$ cat src/rtl/kbd_event_ctrl_if.sv
// Byte-input / event-read bundle between the PS/2 side, the device register and the event controller.
interface kbd_event_ctrl_if #(
  parameter int unsigned PTR_W = 3
);
  logic             ps2_valid;
  logic [7:0]       ps2_data;
  logic             rd_req;
  logic             clr_overflow;
  logic [15:0]      rd_data;
  logic             rd_empty;
  logic [PTR_W:0]   fifo_count;
  logic             overflow;

  modport master (
    output ps2_valid, ps2_data, rd_req, clr_overflow,
    input  rd_data, rd_empty, fifo_count, overflow
  );

  modport slave (
    input  ps2_valid, ps2_data, rd_req, clr_overflow,
    output rd_data, rd_empty, fifo_count, overflow
  );
endinterface

$ cat src/rtl/kbd_event_ctrl.sv
// Scan-code prefix decoder (E0/F0) feeding a first-word-fall-through key event FIFO.
module kbd_event_ctrl #(
  parameter int unsigned FIFO_DEPTH = 8,
  parameter int unsigned PTR_W      = 3
) (
  input  logic               clk,
  input  logic               reset,
  kbd_event_ctrl_if.slave    bus
);

  typedef enum logic [1:0] {IDLE, EXT, BRK, EXT_BRK} state_t;

  state_t            state_q, state_d;
  logic [15:0]       mem_q [FIFO_DEPTH];
  logic [PTR_W:0]    wr_ptr_q, wr_ptr_d;
  logic [PTR_W:0]    rd_ptr_q, rd_ptr_d;
  logic              overflow_q, overflow_d;
  logic [PTR_W:0]    count;
  logic              empty, full, pop, push, push_ok, drop;
  logic [15:0]       evt;
  logic              is_e0, is_f0, is_err;

  assign is_e0  = (bus.ps2_data == 8'hE0);
  assign is_f0  = (bus.ps2_data == 8'hF0);
  assign is_err = (bus.ps2_data == 8'h00) || (bus.ps2_data == 8'hFF);

  always_comb begin
    state_d = state_q;
    push    = 1'b0;
    evt     = '0;
    if (bus.ps2_valid) begin
      state_d = IDLE;
      unique case (state_q)
        IDLE: begin
          if (is_e0)       state_d = EXT;
          else if (is_f0)  state_d = BRK;
          else if (!is_err) begin
            push = 1'b1;
            evt  = {2'b10, 6'b0, bus.ps2_data};
          end
        end
        EXT: begin
          if (is_f0)       state_d = EXT_BRK;
          else if (is_e0)  state_d = EXT;
          else if (!is_err) begin
            push = 1'b1;
            evt  = {2'b11, 6'b0, bus.ps2_data};
          end
        end
        BRK: begin
          if (!(is_e0 || is_f0 || is_err)) begin
            push = 1'b1;
            evt  = {2'b00, 6'b0, bus.ps2_data};
          end
        end
        EXT_BRK: begin
          if (!(is_e0 || is_f0 || is_err)) begin
            push = 1'b1;
            evt  = {2'b01, 6'b0, bus.ps2_data};
          end
        end
        default: state_d = IDLE;
      endcase
    end
  end

  assign count = wr_ptr_q - rd_ptr_q;
  assign empty = (count == '0);
  assign full  = (count == (PTR_W+1)'(FIFO_DEPTH));
  // Pop is qualified by the pre-edge empty flag; a pop at full frees the slot for a same-cycle push.
  assign pop     = bus.rd_req && !empty;
  assign push_ok = push && (!full || pop);
  assign drop    = push && full && !pop;

  always_comb begin
    wr_ptr_d   = push_ok ? wr_ptr_q + 1'b1 : wr_ptr_q;
    rd_ptr_d   = pop ? rd_ptr_q + 1'b1 : rd_ptr_q;
    overflow_d = overflow_q;
    if (bus.clr_overflow) overflow_d = 1'b0;
    if (drop)             overflow_d = 1'b1;
  end

  always_ff @(posedge clk or negedge reset) begin
    if (!reset) begin
      state_q    <= IDLE;
      wr_ptr_q   <= '0;
      rd_ptr_q   <= '0;
      overflow_q <= 1'b0;
    end else begin
      state_q    <= state_d;
      wr_ptr_q   <= wr_ptr_d;
      rd_ptr_q   <= rd_ptr_d;
      overflow_q <= overflow_d;
    end
  end

  always_ff @(posedge clk) begin
    if (push_ok) mem_q[wr_ptr_q[PTR_W-1:0]] <= evt;
  end

  assign bus.rd_data    = empty ? '0 : mem_q[rd_ptr_q[PTR_W-1:0]];
  assign bus.rd_empty   = empty;
  assign bus.fifo_count = count;
  assign bus.overflow   = overflow_q;

endmodule

$ cat src/flat_wrapper.sv
// flat-port wrapper written by rule: the top's interface ports become plain ports
module kbd_event_ctrl_flat 
#(
  parameter int unsigned FIFO_DEPTH = 8,
  parameter int unsigned PTR_W      = 3
)
  (clk, reset, bus_ps2_valid, bus_ps2_data, bus_rd_req, bus_clr_overflow, bus_rd_data, bus_rd_empty, bus_fifo_count, bus_overflow);
  kbd_event_ctrl_if #(.PTR_W(PTR_W)) bus_i ();
  input  logic clk;
  input  logic reset;
  input wire logic [$bits(bus_i.ps2_valid)-1:0] bus_ps2_valid;
  input wire logic [$bits(bus_i.ps2_data)-1:0] bus_ps2_data;
  input wire logic [$bits(bus_i.rd_req)-1:0] bus_rd_req;
  input wire logic [$bits(bus_i.clr_overflow)-1:0] bus_clr_overflow;
  output wire logic [$bits(bus_i.rd_data)-1:0] bus_rd_data;
  output wire logic [$bits(bus_i.rd_empty)-1:0] bus_rd_empty;
  output wire logic [$bits(bus_i.fifo_count)-1:0] bus_fifo_count;
  output wire logic [$bits(bus_i.overflow)-1:0] bus_overflow;
  assign bus_i.ps2_valid = bus_ps2_valid;
  assign bus_i.ps2_data = bus_ps2_data;
  assign bus_i.rd_req = bus_rd_req;
  assign bus_i.clr_overflow = bus_clr_overflow;
  assign bus_rd_data = bus_i.rd_data;
  assign bus_rd_empty = bus_i.rd_empty;
  assign bus_fifo_count = bus_i.fifo_count;
  assign bus_overflow = bus_i.overflow;
  kbd_event_ctrl #(.FIFO_DEPTH(FIFO_DEPTH), .PTR_W(PTR_W)) u_core (.clk(clk), .reset(reset), .bus(bus_i));
endmodule
$ cat config.mk
export PLATFORM = sky130hd
export DESIGN_NAME = kbd_event_ctrl_flat
export DESIGN_NICKNAME = d
export VERILOG_FILES = /design/src/rtl/kbd_event_ctrl_if.sv /design/src/rtl/kbd_event_ctrl.sv /design/src/flat_wrapper.sv
export SDC_FILE = /design/constraint.sdc
export NUM_CORES = 1
export LEC_CHECK = 0
export ABC_AREA = 1
export CAP_MARGIN = 40
export CORE_ASPECT_RATIO = 1.25
export CORE_UTILIZATION = 25
export DETAILED_ROUTE_END_ITERATION = 7
export PLACE_DENSITY_LB_ADDON = 0.3
export SLEW_MARGIN = 40
export SYNTH_ARGS = -nofsm -noshare
export SYNTH_HDL_FRONTEND = slang
export SYNTH_SLANG_ARGS = --single-unit
$ cat constraint.sdc
create_clock -name clk -period 5.2 [get_ports clk]
set_input_delay 0.78 -clock clk [delete_from_list [all_inputs] [get_ports clk]]
set_output_delay 0.78 -clock clk [all_outputs]
set_load 0.01 [all_outputs]
=== Word-level counts from Yosys, hierarchy flattened ===
Memories as Yosys holds them, arrays and structs flattened.
Cells that the tools add are included.

* Register bits: 11
* Output and inout port bits: 22
* Logic and storage cells: 59
* Bits in writable memories: 128
* Memories: 1

* Reductions and logical operators: 16
* Equality and inequality tests: 7
* $add $sub $neg: 3
* Mux-type cells: 28

{| class="wikitable"
|+ Memories
! name !! depth !! width !! rd ports !! clocked after memory_dff !! write ports !! RTL line !! RTL
|-
| u_core.mem_q || 8 || 16 || 1 || 0 || 1 || kbd_event_ctrl.sv:14 || <nowiki>logic [15:0] mem_q [FIFO_DEPTH];</nowiki>
|}

{| class="wikitable"
|+ Operators by type and width
! cell !! count
|-
| $mux W16 || 8
|-
| $pmux W16 S4 || 1
|-
| $eq A8 B8 Y1 const B || 3
|-
| $mux W15 || 1
|-
| $mux W1 || 12
|-
| $add A4 B1 Y4 const B || 2
|-
| $logic_not A8 Y1 || 1
|-
| $mux W8 || 1
|-
| $mux W2 || 3
|-
| $eq A2 B2 Y1 const B || 2
|-
| $eq A4 B4 Y1 const B || 1
|-
| $logic_and A1 B1 Y1 || 4
|-
| $logic_not A4 Y1 || 1
|-
| $logic_or A1 B1 Y1 || 4
|-
| $pmux W2 S2 || 1
|-
| $sub A4 B4 Y4 || 1
|-
| $logic_not A1 Y1 || 3
|-
| $pmux W1 S3 || 1
|-
| $eq A2 B1 Y1 const B || 1
|-
| $logic_not A2 Y1 || 1
|-
| $reduce_bool A2 Y1 || 1
|-
| $reduce_or A2 Y1 || 1
|}

=== Longest topological paths before layout ===
Gate-level depths: netlist (run 1).

* Depth in word-level cells: 10
* Gate-level depth with buffers: 12
* Gate-level depth less buffers: 12

=== Worst setup path before layout (run 1) ===
No wires, ideal clock.

* Path type: flip-flop to output port
* Start point: register u_core.wr_ptr_q[0]
* End point: output port bus_rd_data[0]
* Cell stages (with the launch flop): 10
* Arrival: 2.036 ns
* Buffers on the path: 0
* Setup slack: 2.384 ns
* Data required time: 4.420 ns
* Cell sequence: dfrtp_1 inv_1 ha_1 inv_1 fa_1 xor2_1 nor2_1 nand3_2 inv_2 nor3_1

* Cells in the longest elaborated chain, start to end: 3

{| class="wikitable"
|+ RTL lines
! what !! RTL line !! RTL
|-
| start: declaration || kbd_event_ctrl.sv:15 || <nowiki>logic [PTR_W:0] wr_ptr_q, wr_ptr_d;</nowiki>
|-
| start signal: assignment || kbd_event_ctrl.sv:91 || <nowiki>wr_ptr_q <= wr_ptr_d;</nowiki>
|-
| $sub A4 B4 Y4 || kbd_event_ctrl.sv:67 || <nowiki>assign count = wr_ptr_q - rd_ptr_q;</nowiki>
|-
| via bus_fifo_count[2] || flat_wrapper.sv:17 || <nowiki>output wire logic [$bits(bus_i.fifo_count)-1:0] bus_fifo_count;</nowiki>
|-
| $logic_not A4 Y1 || kbd_event_ctrl.sv:68 || <nowiki>assign empty = (count == '0);</nowiki>
|-
| via bus_rd_empty || flat_wrapper.sv:16 || <nowiki>output wire logic [$bits(bus_i.rd_empty)-1:0] bus_rd_empty;</nowiki>
|-
| $mux W16 || kbd_event_ctrl.sv:101 || <nowiki>assign bus.rd_data = empty ? '0 : mem_q[rd_ptr_q[PTR_W-1:0]];</nowiki>
|-
| end: declaration || flat_wrapper.sv:15 || <nowiki>output wire logic [$bits(bus_i.rd_data)-1:0] bus_rd_data;</nowiki>
|}

The timed path passes the listed nets, and every way through them passes these cells.

=== Worst setup path in the final report (run 1) ===
* Start point: register u_core.rd_ptr_q[2]
* End point: output port bus_rd_data[15]

* Cells in the longest elaborated chain, start to end: 3
* Elaborated cells between the ends (all ways): 4

{| class="wikitable"
|+ RTL lines
! what !! RTL line !! RTL
|-
| start: declaration || kbd_event_ctrl.sv:16 || <nowiki>logic [PTR_W:0] rd_ptr_q, rd_ptr_d;</nowiki>
|-
| start signal: assignment || kbd_event_ctrl.sv:92 || <nowiki>rd_ptr_q <= rd_ptr_d;</nowiki>
|-
| $sub A4 B4 Y4 || kbd_event_ctrl.sv:67 ||
|-
| $logic_not A4 Y1 || kbd_event_ctrl.sv:68 ||
|-
| $mux W16 (*) || kbd_event_ctrl.sv:101 ||
|}

Mark *: on every way between the ends. The rest lies on a longest branch, timed or not.

==> run summary, run 1 <==
status: finished, final reports clean
initial drt markers: 182
RSZ-0062 raised after global routing: no
Yosys Warn Count: 0
worst-skew pair later-pin latency: 340 ps
Die X: 117 µm
max-cap viol count: 0
critical path's largest stage delay: 670 ps
post-synthesis sequential area ratio: 64.9%
Row Count: 52
Max Buffers Root-to-Sink: 2
Max Fclk: 0.253 GHz
Bufs and invs on worst path: 3
worst path arrival time: 3180 ps
syn_area_per_cell: 10.5 µm²
Initial Util: 25.6%
static leakage: 1.85 nW
Final Cell Area: 0.00492 mm²
Layout Skew: 8.01 ps
Worst-Margin Slew: 765 ps
Comb pwr share: 43.6%
Clk pwr share: 21.4%
maximum vdd drop: 0.000267 V
CTS tree: built
CP delay by family, top: buffers and inverters
CP startpoint kind: register
Net Sw Frac: 37.7%
height of the die: 146 µm
Max-slew headroom: 48.9%
final slew viol count: 0
TritonCTS Sinks: 91
final setup violation count: 0
Min-Delay Path Class: register to register
share of layout cells above drive strength 1: 8.88%
placed instance area: 0.00463 mm²
post-CTS resize count: 0
Pre-antenna DRT Iters: 5
post-CTS setup buffer count: 0
critical-path cell list: inv_1 > ha_1 > xor2_1 > nor2_1 > nand3_2 > inv_2 > nor3_1 > clkdlybuf4s50_1
Buffers on Ports: 28
type of the worst setup path: register to primary output
largest net degree at the start of global routing: 45
Hold Fails Final Rpt: 0
Mapped Cells: 393
Psw: 1.10 mW
GPL Wtd Cong: 0.769
min Tclk post-route: 3960 ps
via count: 2792
Unique masters post-synth: 29
Die ar.: 0.0170 mm²
HPWL Detailed: 6430 µm
vias per std cell: 4.34
post-route ant nets: 0
critical path required time: 4420 ps
internal power: 1.83 mW
PwrDens: 597 mW/mm²
Seq pwr share: 35.0%
WL final: 9570 µm
H-tree depth: 3
initial antenna violation count: 0
total CTS buffers: 9
number of global-route vias before repair: 2823
number of synthesized register bits: 91
Crit Path Max Fanout: 14
fin nets: 442
ANT cells: 0
hold_buf cts: 0
crit share post-route: 76.1%
core area: 0.0161 mm²
root buf cell: clkbuf_16
GRT Util Overall: 12.2%
critical path endpoint category: primary output
first-pass GRT wire length: 15200 µm
# DRC: 0
clk slew on worst S/H paths: 60 ps
TNS Setup: 0 ps
WL/cell: 14.9 µm
IO Pins: 35
CP max-delay cell: dfrtp_1
grt ovf: 0
area delta synth->final: 19.2%
synthesized cell area: 0.00412 mm²
## cell type report
| class | instances | area [µm²] |
|---|---|---|
| Inverter | 24 | 90.1 |
| Clock inverter | 7 | 58.8 |
| Tap cell | 216 | 270 |
| Sequential cell | 91 | 2680 |
| Fill cell | 1722 | 11200 |
| Timing Repair Buffer | 37 | 348 |
| Clock buffer | 9 | 225 |
| Multi-Input combinational cell | 260 | 1240 |
## tightest hold or removal path: stages, from the launching register on
cell and delay, ps:
dfrtp_1 330, inv_1 50, o21ai_0 150
## Yosys cell counts, drive strengths merged
| cell | number | area share [%] |
|---|---|---|
| nor3 | 10 | 1.5 |
| o21bai | 1 | 0.18 |
| buf | 20 | 2.9 |
| conb | 1 | 0.091 |
| xnor2 | 4 | 0.85 |
| dfrtp | 11 | 6.7 |
| nand2 | 101 | 9.7 |
| edfxtp | 80 | 58 |
| o22ai | 2 | 0.30 |
| nand3 | 40 | 5.2 |
| nor2 | 50 | 4.7 |
| xor2 | 3 | 0.64 |
| ha | 5 | 1.5 |
| o21ai | 17 | 2.1 |
| a21oi | 19 | 2.3 |
| nand4 | 1 | 0.15 |
| inv | 24 | 2.2 |
| clkbuf | 3 | 0.27 |
| fa | 1 | 0.49 |
## cell families after synthesis
logic type / synth area share [%]
buffers and inverters: 5.40
other: 0.0909
AND/OR/NAND/NOR: 21.2
AO/OA/AOI/OAI: 4.85
XOR/XNOR: 1.49
flip-flops: 64.9
adder cells (fa/ha/maj): 2.00
## stage by stage
step,power (mW),worst slack [ps],instances,hold WS (ps),utilization [%]
final,2.93,1240,644,568,30.5
after global routing,3.14,964,644,624,30.5
after CTS,2.97,1130,644,573,30.5
after detailed placement,2.34,1500,628,562,28.7
after global placement,2.32,1630,628,552,28.7
after floorplan,1.79,2380,398,484,-
## flip-flops by register name, summed over array words and instances (netlist names)
name and cells:
u_core.state_q 2, u_core.wr_ptr_q 4, u_core.bus.overflow 1, u_core.rd_ptr_q 4, u_core.mem_q 80
## cells in the final DEF (no fill, tap or decap)
cell type        count
clkinv_1             3
o21ai_1              4
a21oi_1             19
edfxtp_1            80
clkdlybuf4s50_1     28
nand2_4              2
clkinv_2             2
o21bai_1             1
nand2_1             97
clkinvlp_4           1
dfrtp_1             10
nor2_4               1
o21ai_0             13
dfrtp_2              1
nand4_1              1
bufinv_16            1
nor3_2               2
clkbuf_16            9
nor2_1              48
inv_2                4
xnor2_1              4
o22ai_1              2
xor2_1               3
nand2_2              2
fa_1                 1
buf_4                9
nor3_1               8
ha_1                 5
nor2_2               1
conb_1               6
nand3_1             37
nand3_2              3
inv_1               20
## power by group through the flow
stage | clock, mW | sequential, mW | combinational (mW)
after floorplan | 0 | 0.987 | 0.801
after global placement | 0 | 1.04 | 1.28
after detailed placement | 0 | 1.04 | 1.30
after CTS | 0.639 | 1.03 | 1.31
final | 0.627 | 1.03 | 1.28
after global routing | 0.669 | 1.05 | 1.43
## layer usage
layer  GRT usage (%)  share of wire (%)
met1            14.9                 43
met2            20.3                 51
met3            3.17                4.7
met4            5.19                2.0
met5               0                  0
## worst paths after layout
kind	slack (ps)	cells past startpoint	end	start
worst min-delay path	570	2	u_core.state_q[0]	u_core.state_q[0]
max in group asynchronous	3960	1	u_core.rd_ptr_q[1]	reset
worst max-delay path	1240	8	bus_rd_data[15]	u_core.rd_ptr_q[2]
min in group asynchronous	810	1	u_core.bus.overflow	reset
worst max register to register	2040	9	u_core.mem_q[5][6]	u_core.rd_ptr_q[2]
worst min register to register	570	2	u_core.state_q[0]	u_core.state_q[0]
No activity file was read; power rests on OpenSTA's default activity.
==> run 2: changes to the inputs <==
==> constraint.sdc (replaced) <==
create_clock -name clk -period 4 [get_ports clk]
set_input_delay 0.6 -clock clk [delete_from_list [all_inputs] [get_ports clk]]
set_output_delay 0.6 -clock clk [all_outputs]
set_load 0.01 [all_outputs]
==> run 2 against run 1 <==
Compared with the run above: sequential cell count did not move; via count about the same; critical path depth increased by 2; power grew 31%; sequential power grew 24%; final cell count grew 0.47%; largest cell class unchanged; cell area up 0.59%; non-clock buffer count up 3; clock power increased by 33%; worst hold slack gained 8.2 ps; combinational power is 36% higher.
==> run summary, run 2 (synthesis gave the netlist of run 1 again) <==
status: finished, final reports clean
post-route ant nets: 0
number of global-route vias before repair: 2828
post-CTS setup buffer count: 0
Net Sw Frac: 37.8%
Comb pwr share: 45.3%
Hold Path Stages: 2
reg2reg setup slack: 1510 ps
largest net degree at the start of global routing: 44
Layout Skew: 4.64 ps
WL final: 9640 µm
total CTS buffers: 9
Pre-antenna DRT Iters: 4
most frequent cells in the layout: 97 x nand2_1, 80 x edfxtp_1, 49 x nor2_1
CP startpoint kind: register
Die X: 117 µm
Reg2Reg Depth: 10
Max-slew headroom: 47.0%
worst setup margin: 495 ps
Row Count: 52
worst flop-to-flop path startpoint: u_core.wr_ptr_q[0]
Worst-Margin Slew: 794 ps
maximum vdd drop: 0.000267 V
worst-skew pair later-pin latency: 340 ps
crit share post-route: 87.6%
internal power: 2.40 mW
initial drt markers: 165
initial antenna violation count: 0
vias per std cell: 4.32
Hold EP: u_core.state_q[0]
GRT Util Overall: 12.3%
Min-Delay Path Class: register to register
# DRC: 0
Die ar.: 0.0170 mm²
height of the die: 146 µm
Final Cell Area: 0.00494 mm²
IO Pins: 35
Hold Fails Final Rpt: 0
critical path endpoint category: primary output
placed instance area: 0.00465 mm²
post-CTS resize count: 0
CTS tree: built
root buf cell: clkbuf_16
Psw: 1.46 mW
ANT cells: 0
final setup violation count: 0
critical path required time: 3400 ps
Multi-input gate area: 0.00124 mm²
core area: 0.0161 mm²
Seq pwr share: 33.2%
worst hold start: u_core.state_q[0]
Max Fclk: 0.285 GHz
min Tclk post-route: 3500 ps
static leakage: 1.88 nW
first-pass GRT wire length: 15200 µm
Clk pwr share: 21.6%
type of the worst setup path: register to primary output
most common cell after layout, fill and taps aside: nand2_1
Power Total: 3.85 mW
clk slew on worst S/H paths: 60 ps
TNS Setup: 0 ps
PwrDens: 779 mW/mm²
HPWL Detailed: 6130 µm
worst path arrival time: 2900 ps
register area: 0.00268 mm²
fillers: 1694
share of layout cells above drive strength 1: 9.51%
grt ovf: 0
TritonCTS Sinks: 91
RSZ-0062 raised after global routing: no
reg-to-reg endpoint: u_core.mem_q[2][2]
Largest register FFs: 80
fin nets: 445
hold_buf cts: 0
area delta synth->final: 19.9%
final hold slack: 577 ps
WL/cell: 14.9 µm
Crit Path Max Fanout: 10
via count: 2794
Initial Util: 25.6%
GPL Wtd Cong: 0.746
Buffers on Ports: 28
final slew viol count: 0
max-cap viol count: 0
Place WS: 824 ps
H-tree depth: 3
Max Buffers Root-to-Sink: 2
run 2: changes by cell type in the layout (fill, tap and decap cells not counted), sizes merged:
cell	delta
buf	+3
run 2: final cells by class:
type | count | share of cell area [%]
clock buffer | 9 | 4.55
clock inverter | 7 | 1.39
inverter | 24 | 1.82
multi-input combinational | 260 | 25.1
sequential | 91 | 54.1
tap | 216 | 5.47
timing repair buffer | 40 | 7.49
run 2: metal layers:
metal  up-vias  GRT usage (%)  routed length [µm]
li1       1382              -                   -
met1      1322           14.7                3910
met2        80           20.8                4980
met3        10           3.46                 578
met4         0           4.75                 174
met5         -              0                   0
run 2: critical path, stage by stage, from the launching register on:
cell             delay, ps
dfrtp_1                440
inv_1                  130
ha_1                   150
inv_1                   60
fa_1                   430
xor2_1                 270
nor2_1                  90
nand3_2                110
inv_2                  120
nor3_1                 190
clkdlybuf4s50_1        570
run 2: how the worst max path moves through the flow:
| stage | from | endpoint | slack, ps | depth (start not counted) |
|---|---|---|---|---|
| after global routing | u_core.wr_ptr_q[0] | bus_rd_data[15] | 220 | 10 |
| after detailed placement | u_core.wr_ptr_q[0] | bus_rd_data[15] | 820 | 10 |
| after global placement | u_core.wr_ptr_q[0] | bus_rd_empty | 920 | 10 |
| final | u_core.wr_ptr_q[0] | bus_rd_data[15] | 500 | 10 |
| after CTS | u_core.wr_ptr_q[0] | bus_rd_data[15] | 440 | 10 |
| after floorplan | u_core.wr_ptr_q[0] | bus_rd_data[0] | 1360 | 9 |
run 2: power by group through the flow:
stage | logic, mW | registers [mW] | clock network [mW]
global placement | 1.76 | 1.29 | 0
global route | 1.95 | 1.29 | 0.876
floorplan | 1.04 | 1.28 | 0
finish | 1.74 | 1.28 | 0.831
detailed placement | 1.78 | 1.30 | 0
CTS | 1.79 | 1.28 | 0.845
run 2: stage by stage:
stage | utilization, % | cells
after floorplan | - | 398
after global placement | 28.8 | 631
after detailed placement | 28.8 | 631
after CTS | 30.6 | 647
after global routing | 30.6 | 647
final | 30.6 | 647
